==> src/rtl/dac_spi_pkg.sv <==
// dac_spi_pkg: iCE40 SPI register map, status bits, CR2 values and sequencer states
package dac_spi_pkg;
  localparam logic [3:0] REG_CR1  = 4'h9;
  localparam logic [3:0] REG_CR2  = 4'hA;
  localparam logic [3:0] REG_BR   = 4'hB;
  localparam logic [3:0] REG_SR   = 4'hC;
  localparam logic [3:0] REG_TXDR = 4'hD;
  localparam logic [3:0] REG_CSR  = 4'hF;
  localparam int SR_TRDY = 4;
  localparam int SR_TIP  = 7;
  localparam logic [7:0] CR1_SPE  = 8'h80;
  localparam logic [7:0] CSR_CS0  = 8'h01;
  localparam logic [7:0] CR2_HOLD = 8'hC0;
  localparam logic [7:0] CR2_REL  = 8'h80;
  typedef enum logic [3:0] {
    INIT_CR1, INIT_BR, INIT_CSR, INIT_CR2, IDLE, REJECT, CS_HOLD,
    POLL_TRDY, WRITE_TX, POLL_TIP, CS_REL, CS_ABORT, DONE
  } state_t;
endpackage

==> src/rtl/dac_spi_sequencer_sb_master.sv <==
// sb_master: one SB access at a time with strobe/ack handshake; optional ack timeout (ACK_TIMEOUT_EN)
module sb_master #(
  parameter int TIMEOUT_CYC = 63
) (
  input  logic       clk,
  input  logic       rst,
  input  logic       req,
  input  logic       wr,
  input  logic [7:0] addr,
  input  logic [7:0] wdata,
  input  logic       ack,
  input  logic [7:0] sb_rdata,
  output logic       stb,
  output logic       sb_wr,
  output logic [7:0] sb_addr,
  output logic [7:0] sb_wdata,
  output logic       done,
  output logic [7:0] rdata,
  output logic       timeout
);
  logic expire;
`ifdef ACK_TIMEOUT_EN
  localparam int TW = $clog2(TIMEOUT_CYC + 1);
  logic [TW-1:0] cnt;
  assign expire = stb && !ack && cnt == TW'(TIMEOUT_CYC - 1);
  // counts strobe cycles that have not yet been acknowledged
  always_ff @(posedge clk)
    cnt <= (rst || !stb || ack) ? '0 : cnt + 1'b1;
`else
  assign expire = 1'b0;
`endif
  // a new access starts only after the done/timeout cycle, guaranteeing an idle gap
  always_ff @(posedge clk) begin
    if (rst) begin
      stb      <= 1'b0;
      sb_wr    <= 1'b0;
      sb_addr  <= '0;
      sb_wdata <= '0;
      done     <= 1'b0;
      rdata    <= '0;
      timeout  <= 1'b0;
    end else begin
      done    <= stb && ack;
      timeout <= expire;
      if (stb && ack) begin
        stb   <= 1'b0;
        rdata <= sb_rdata;
      end else if (expire) begin
        stb <= 1'b0;
      end else if (req && !stb && !done && !timeout) begin
        stb      <= 1'b1;
        sb_wr    <= wr;
        sb_addr  <= addr;
        sb_wdata <= wdata;
      end
    end
  end
endmodule

==> src/rtl/dac_spi_sequencer.sv <==
// dac_spi_sequencer: DAC write sequencer over the iCE40 SPI system bus; ACK_TIMEOUT_EN enables SB ack timeout
module dac_spi_sequencer
  import dac_spi_pkg::*;
#(
  parameter int         DATA_W      = 12,
  parameter int         CHANNELS    = 4,
  parameter int         FRAME_BYTES = 3,
  parameter logic [3:0] CMD_WR      = 4'h3,
  parameter logic [3:0] SB_BASE     = 4'h0,
  parameter logic [7:0] SPI_BR      = 8'h01,
  parameter int         TIMEOUT_CYC = 63,
  localparam int        CH_W        = (CHANNELS > 1) ? $clog2(CHANNELS) : 1
) (
  input  logic              i_Clock,
  input  logic              i_Reset,
  input  logic [DATA_W-1:0] i_Data,
  input  logic [CH_W-1:0]   i_Channel,
  input  logic              i_Valid,
  output logic              o_Ready,
  output logic              o_Done,
  output logic              o_Error,
  output logic [7:0]        o_SB_Addr,
  output logic              o_SB_Wr,
  output logic              o_SB_Stb,
  output logic [7:0]        o_SB_Dat,
  input  logic [7:0]        i_SB_Dat,
  input  logic              i_SB_Ack
);
  localparam int FW = 8 * FRAME_BYTES;
  localparam int IW = $clog2(FRAME_BYTES + 1);
  state_t state, nxt;
  logic req, wr, sb_done, sb_timeout, bad, trdy, tip;
  logic [7:0] addr, wdata, sb_rdata;
  logic [FW-1:0] frame, frame_init;
  logic [IW-1:0] idx;
  assign bad        = int'(i_Channel) >= CHANNELS;
  assign frame_init = (FW'({CMD_WR, 4'(i_Channel)}) << (FW - 8)) | (FW'(i_Data) << (FW - 8 - DATA_W));
  assign trdy       = |(sb_rdata & (8'h01 << SR_TRDY));
  assign tip        = |(sb_rdata & (8'h01 << SR_TIP));
  assign o_Ready    = state == IDLE;
  assign o_Done     = state == DONE;
  sb_master #(.TIMEOUT_CYC(TIMEOUT_CYC)) u_sb (
    .clk(i_Clock), .rst(i_Reset), .req(req), .wr(wr), .addr(addr), .wdata(wdata),
    .ack(i_SB_Ack), .sb_rdata(i_SB_Dat), .stb(o_SB_Stb), .sb_wr(o_SB_Wr),
    .sb_addr(o_SB_Addr), .sb_wdata(o_SB_Dat), .done(sb_done), .rdata(sb_rdata),
    .timeout(sb_timeout)
  );
  // state register
  always_ff @(posedge i_Clock)
    state <= i_Reset ? INIT_CR1 : nxt;
  // one SB request per state; a timeout diverts to a single CS release attempt
  always_comb begin
    nxt   = state;
    req   = 1'b0;
    wr    = 1'b1;
    addr  = {SB_BASE, REG_CR2};
    wdata = CR2_REL;
    case (state)
      INIT_CR1: begin
        req = 1'b1; addr = {SB_BASE, REG_CR1}; wdata = CR1_SPE;
        if (sb_done) nxt = INIT_BR;
      end
      INIT_BR: begin
        req = 1'b1; addr = {SB_BASE, REG_BR}; wdata = SPI_BR;
        if (sb_done) nxt = INIT_CSR;
      end
      INIT_CSR: begin
        req = 1'b1; addr = {SB_BASE, REG_CSR}; wdata = CSR_CS0;
        if (sb_done) nxt = INIT_CR2;
      end
      INIT_CR2: begin
        req = 1'b1;
        if (sb_done) nxt = IDLE;
      end
      IDLE:     if (i_Valid) nxt = bad ? REJECT : CS_HOLD;
      REJECT:   nxt = IDLE;
      CS_HOLD: begin
        req = 1'b1; wdata = CR2_HOLD;
        if (sb_done) nxt = POLL_TRDY;
      end
      POLL_TRDY: begin
        req = 1'b1; wr = 1'b0; addr = {SB_BASE, REG_SR}; wdata = '0;
        if (sb_done && trdy) nxt = WRITE_TX;
      end
      WRITE_TX: begin
        req = 1'b1; addr = {SB_BASE, REG_TXDR}; wdata = frame[FW-1 -: 8];
        if (sb_done) nxt = (idx == IW'(FRAME_BYTES - 1)) ? POLL_TIP : POLL_TRDY;
      end
      POLL_TIP: begin
        req = 1'b1; wr = 1'b0; addr = {SB_BASE, REG_SR}; wdata = '0;
        if (sb_done && !tip && trdy) nxt = CS_REL;
      end
      CS_REL: begin
        req = 1'b1;
        if (sb_done) nxt = DONE;
      end
      CS_ABORT: begin
        req = 1'b1;
        if (sb_done || sb_timeout) nxt = IDLE;
      end
      DONE:     nxt = IDLE;
      default:  nxt = INIT_CR1;
    endcase
    if (sb_timeout && state != CS_ABORT) nxt = CS_ABORT;
  end
  // request latch, byte walker and sticky error
  always_ff @(posedge i_Clock) begin
    if (i_Reset) begin
      frame   <= '0;
      idx     <= '0;
      o_Error <= 1'b0;
    end else if (state == IDLE && i_Valid) begin
      frame   <= frame_init;
      idx     <= '0;
      o_Error <= bad;
    end else begin
      if (sb_timeout) o_Error <= 1'b1;
      if (state == WRITE_TX && sb_done) begin
        idx   <= idx + 1'b1;
        frame <= frame << 8;
      end
    end
  end
endmodule
==> config.mk <==
export PLATFORM = sky130hd
export DESIGN_NAME = dac_spi_sequencer
export DESIGN_NICKNAME = d
export VERILOG_FILES = /design/src/rtl/dac_spi_pkg.sv /design/src/rtl/dac_spi_sequencer_sb_master.sv /design/src/rtl/dac_spi_sequencer.sv
export SDC_FILE = /design/constraint.sdc
export NUM_CORES = 1
export LEC_CHECK = 0
export ABC_AREA = 1
export CAP_MARGIN = 20
export CORE_MARGIN = 10
export CORE_UTILIZATION = 40
export DETAILED_ROUTE_END_ITERATION = 10
export PLACE_DENSITY = 0.64
export RECOVER_POWER = 50
export SETUP_SLACK_MARGIN = 0.3
export SLEW_MARGIN = 0
export SYNTH_ARGS = -nofsm -noshare
export SYNTH_HDL_FRONTEND = slang
export SYNTH_SLANG_ARGS = --single-unit
export TNS_END_PERCENT = 1
==> constraint.sdc <==
create_clock -name i_Clock -period 3.04 [get_ports i_Clock]
set_clock_uncertainty 0.15 [all_clocks]
set_input_delay 0.456 -clock i_Clock [delete_from_list [all_inputs] [get_ports i_Clock]]
set_output_delay 0.456 -clock i_Clock [all_outputs]
set_load 0.05 [all_outputs]
# Yosys cells after proc, flatten, opt, wreduce, memory -nomap -nowiden
# Cells that the tools add are included.
# totals
latchBits	0
regBits	57
romBits	0
ramBits	0
memories	0
# op_classes
mul	0
shifts	0
reduce_logical	22
bitwise	2
mux	18
order_cmp	0
eq_ne	23
n_div	0
add_sub_neg	1
# op_table
op	count
24-bit 2-to-1 mux	2
4-bit 2-to-1 mux	11
4-bit case mux with 11 select lines	1
8-bit case mux with 4 select lines	1
22-bit by 16-bit bitwise OR with 22-bit output	1
4-bit == test (second input constant)	5
4-bit by 3-bit == test with 1-bit output (second input constant)	4
3-bit case mux with 5 select lines	1
2-bit by 1-bit != test with 1-bit output (second input constant)	7
2-bit OR reduction	6
10-bit AND reduction	1
10-bit OR reduction	1
4-bit by 2-bit == test with 1-bit output (second input constant)	2
1-bit logical AND	8
2-bit != test (second input constant)	3
4-bit by 1-bit == test with 1-bit output (second input constant)	1
4-bit logical NOT	1
1-bit logical NOT	3
2-bit by 1-bit adder with 2-bit output (second input constant)	1
2-bit == test (second input constant)	1
1-bit 2-to-1 mux	2
2-bit AND reduction	1
2-bit nonzero test	1
1-bit inverter	1

# Logic depth before layout (Yosys ltp)
# Gate-level depths: netlist (run 1).
# depth
depth_word	6
depth_mapped	10
ltp_nobuf	10

# Cells and area by module
# A second synthesis (run 1) with hierarchy kept.
# hier_totals
hier_cells	376
area_unflattened_um2	2587.5
# by_module_without_submodules
module	n_inst	cells_each	area_per_inst_um2	seq_area_each_um2
dac_spi_sequencer	1	224	1526.5	540.5
sb_master	1	152	1061.0	540.5

# Worst setup path before layout (run 1)
# No wires, ideal clock.
# synth_path
path_type	flip-flop to flip-flop
startpoint	register state[0]
endpoint	register frame[14]
arrival_time_ps	1571
slack_ps	1187
path_buffers	1
path_stages_with_launch	8
path_cell_list	dfxtp_1 > inv_2 > nand2_4 > nor2_2 > nand2_4 > buf_2 > o211ai_1 > a21oi_1
# synth_between
elab_chain_cells	3
elab_cells_between_ends	6
classes_between	eq/ne (2); mux (1); reduce/logical (3)
# synth_lines
item	line	source
from (decl)	dac_spi_sequencer.sv:31	state_t state, nxt;
from (signal assigned)	dac_spi_sequencer.sv:50	state <= i_Reset ? INIT_CR1 : nxt;
4-bit by 3-bit == test with 1-bit output *	n/a	
via o_Ready	dac_spi_sequencer.sv:19	output logic o_Ready,
1-bit logical AND *	dac_spi_sequencer.sv:112	end else if (state == IDLE && i_Valid) begin
24-bit 2-to-1 mux / 2-bit nonzero test (equally long branches)	n/a	
to (signal assigned)	dac_spi_sequencer.sv:113	frame <= frame_init;
to (signal assigned)	dac_spi_sequencer.sv:120	frame <= frame << 8;
to (decl)	dac_spi_sequencer.sv:34	logic [FW-1:0] frame, frame_init;
# Mark *: on every way through the listed nets, which the timed path passes. The rest lies on a longest branch.
# A chain may end at the register's enable or synchronous reset.

# Worst setup path after layout (run 1)
# layout_path
startpoint	register state[1]
endpoint	output port o_Done
# layout_between
elab_chain_cells	1
# layout_lines
item	line	source
4-bit == test	dac_spi_sequencer.sv:41	assign o_Done = state == DONE;
to (decl)	dac_spi_sequencer.sv:20	output logic o_Done,
# Every way passes these cells.

==> run summary, run 1 <==
==========================================================================================
Run status                                                                    finished, final reports clean
Uppermost routed layer                                                                met4
Proportion of synthesized chip area in sequential cells                              42.5%
Hold Path Stages                                                                         2
Number of maximum-capacitance violations                                                 0
Worst setup EP type                                                             output pin
Levels on crit path                                                                      4
Pins over their slew limit                                                               0
Power density over the cells                                                   816 nW/um^2
Final ANT Viol Nets                                                                      0
Root buffer selected by CTS                                                       clkbuf_8
# DRC                                                                                    0
Final setup TNS                                                                       0 ps
Wire length on met3                                                                 316 um
Routed len/inst                                                                    12.3 um
Routed wire length on met2                                                         2000 um
Number of enable flip-flop cells after synthesis                                         0
Share of post-route cells with drive strength above 1                                6.89%
Inserted Clock Buffers                                                                   5
Growth of design area from synthesis to finish                                       20.3%
Number of buffers inserted by hold repair at cts                                         0
Hold crit path type                                                             reg -> reg
Switching Power                                                                 0.000843 W
Post-synthesis instance area                                                    2030 sq um
Type of the worst setup path                                                    reg -> out
GRT Overall Usage                                                                    11.1%
Synthesized-area fraction occupied by xor and xnor cells                                0%
Total wirelength of the detailed-routed design                                     4560 um
Max IR drop VDD                                                                 0.000288 V
Cell-by-cell trace of the critical path                                       inv_1 -> nand2_1 -> nor2_1 -> clkdlybuf4s50_1
Ratio of final minimum period to clock period                                        88.4%
Share of synthesized cell area in and, or, nand and nor gates                        30.7%
Proportion of power drawn by combinational gates                                     41.6%
Die X-Extent                                                                       91.2 um
Number of nets in the finished design                                                  331
H-tree Lvls                                                                              2
CP required                                                                        2430 ps
Ports placed on the boundary                                                            47
Cells resized by post-CTS repair                                                         0
Internal Dissipation                                                             0.00115 W
Post-detail-place hpwl                                                             3370 um
Compound-cell area share of the yosys netlist                                        15.7%
Delay-heaviest family, CP                                                     buffers and inverters
Switching share of power                                                             42.4%
Clock power share                                                                    22.4%
Post-place instance area                                                        2370 sq um
Final design area excluding fillers                                             2440 sq um
Static leakage                                                                     1.01 nW
Critical Path Max Stage Delay                                                       830 ps
Hold Vio Cnt, Final                                                                      0
Worst slew slack as a fraction of its limit                                          34.1%
Clock tree from TritonCTS                                                            built
Routed via count                                                                     1,725
Peak Freq                                                                          372 MHz
Number of buffers and inverters on the critical path                                     2
Time the final worst path needs with I/O delays and setup                          2690 ps
DIE HEIGHT                                                                         91.2 um
Total congestion overflow                                                                0
Slowest CP cell                                                               clkdlybuf4s50_1
Measured slew at the worst slew-check pin                                           989 ps
Pin count of the biggest net entering global routing                                    24
Total number of placement rows                                                          25
Arrival time worst endpoint                                                        2080 ps
CORE AREA                                                                       4820 sq um
Max Root-Sink Buffers                                                                    2
Via count of the first global-routing pass                                           1,643
Count of input and output buffers                                                       35
Kind of launch point of the worst setup path                                          flop
Clk_lat worst skew                                                                  290 ps
R2R depth                                                                                8
Worst hold slack                                                                    315 ps
Initial cell density of the core                                                     42.1%
Initial antenna violation count                                                          0
RSZ-0062 raised after global routing                                                    no
Syn. warnings                                                                            0
Placer's final routability congestion estimate                                       0.886
Post-synthesis adder-cell area fraction                                             0.617%
Number of clock sinks seen by CTS                                                       43
Share of flip-flops with an asynchronous set or reset                                   0%
Clock edge transition at the registers on the reported setup and hold paths          90 ps
Share of cell area taken by muxes after synthesis                                       0%
Count of mapped cells out of synthesis                                                 272
Global-route wire length before repair                                             7820 um
Share of power burned in registers                                                   36.0%
Area enclosed by the die boundary                                               8310 sq um
Average vias per placed instance                                                      4.64
Number of fill cells in the layout                                                     506
Post-CTS Setup Inserts                                                                   0
Dominant register cell in the synthesized netlist                                  dfxtp_1
First-pass iteration count of the detailed router                                        4
ANT cells                                                                                0
Violation count after the first detailed-route iteration                               153
Flop and latch count out of synthesis                                                   43
Mean instance size in the synthesized netlist                                   7.45 sq um
Total of endpoints with negative setup slack in the final report                         0
Post-synth cell types                                                                   28
Dominant combinational cell family by area after synthesis                    simple AND/OR/NAND/NOR gates
Worst-path maximum fanout                                                                7
Met1 routed wirelength after detailed routing                                      2200 um
==========================================================================================
[path summary, 6_finish.rpt]
path / from / to / slack (ps)
setup / recovery: state[1] / o_Done / 350
hold / removal: frame[23] / frame[23] / 320
setup reg to reg: state[1] / frame[14] / 560
hold reg to reg: frame[23] / frame[23] / 320
[layout make-up]
cell class	count	area (sq um)	area share (%)
Clock inverter	3	43.8	1.80
Multi-Input combinational cell	191	926	38.0
Tap cell	67	83.8	3.44
Clock buffer	5	68.8	2.82
Sequential cell	43	861	35.3
Inverter	27	101	4.16
Timing Repair Buffer	36	354	14.5
[cells in the final DEF (no fill, tap or decap)]
cell             instances
or2_0                    1
nand2_4                  1
nand2_1                 68
nand3_1                 20
o21bai_1                 1
o211a_1                  1
bufinv_16                1
clkinv_2                 1
clkbuf_8                 5
clkdlybuf4s50_1         34
nor2_1                  33
ha_1                     1
conb_1                   5
nand2_2                  2
o21a_1                   1
a211oi_1                 3
inv_1                   22
nor2_8                   1
nor2_2                   2
clkinv_4                 1
clkbuf_1                 1
inv_2                    5
o211ai_1                 8
a21oi_1                 28
nor3_1                   1
nand2_8                  2
o21ai_0                 12
dfxtp_1                 43
dlygate4sd3_1            1
[tightest hold or removal path, cell delays in order, from the launching register on]
cell     delay [ps]
dfxtp_1         320
nand2_1          60
a21oi_1          50
[synthesized netlist by cell type (2+ instances only)]
cell type	number	share of area, %
inv_1	20	3.7
nand2_2	4	1.2
o211ai_1	8	3.0
nor2_1	32	5.9
nand2_1	64	12
o21ai_0	12	3.0
nand3_1	19	4.7
a21oi_1	28	6.9
nand2_4	3	1.7
dfxtp_1	43	42
a211oi_2	2	1.2
nor2_2	3	0.93
buf_2	3	0.74
buf_4	7	2.6
clkbuf_1	2	0.37
inv_2	7	1.3
buf_6	3	1.7
nand2_8	2	2.0
[sequential cells by signal (all words and copies together), names as in the netlist]
register / cells
u_sb.sb_wdata: 8
u_sb.rdata: 2
u_sb.sb_addr: 4
frame: 20
u_sb.stb: 1
idx: 2
u_sb.done: 1
u_sb.sb_wr: 1
state: 4
[metal layers]
metal	global-route usage, %	vias to the layer above
met4	3.39	0
met1	14.1	745
met3	4.69	6
met2	16.5	46
met5	0	-
li1	-	928
[logic make-up (layout without fill, tap and decap cells)]
| group | after synthesis | in the layout |
|---|---|---|
| buffers and inverters | 42 | 71 |
| and+or+nand+nor | 131 | 131 |
| AOI/OAI and AO/OA | 54 | 54 |
| adders and majority gates | 1 | 1 |
| other | 1 | 5 |
| DFF | 43 | 43 |
[power groups by stage]
stage	logic [W]	clock network, W	registers (W)
finish	0.000828	0.000446	0.000716
global route	0.000926	0.000486	0.000728
CTS	0.000871	0.000456	0.000716
detailed placement	0.000869	0	0.000728
global placement	0.000874	0	0.000727
floorplan	0.000540	0	0.000853
[through the flow]
step	instances	util [%]	setup WS, ps	power (W)
4_1_cts	372	51.6	529	0.00204
6_report	372	50.6	352	0.00199
3_5_place_dp	364	49.3	870	0.00160
5_1_grt	372	50.6	242	0.00214
3_3_place_gp	364	49.3	859	0.00160
2_1_floorplan	276	-	1190	0.00139
No activity file was read; power rests on OpenSTA's default activity.
==> run 2: changes to the inputs <==
Settings changed: CTS_CLUSTER_SIZE set to 16.
==> results of run 2 <==
Same layout as run 1: the final DEF is identical, and so are final timing and power.
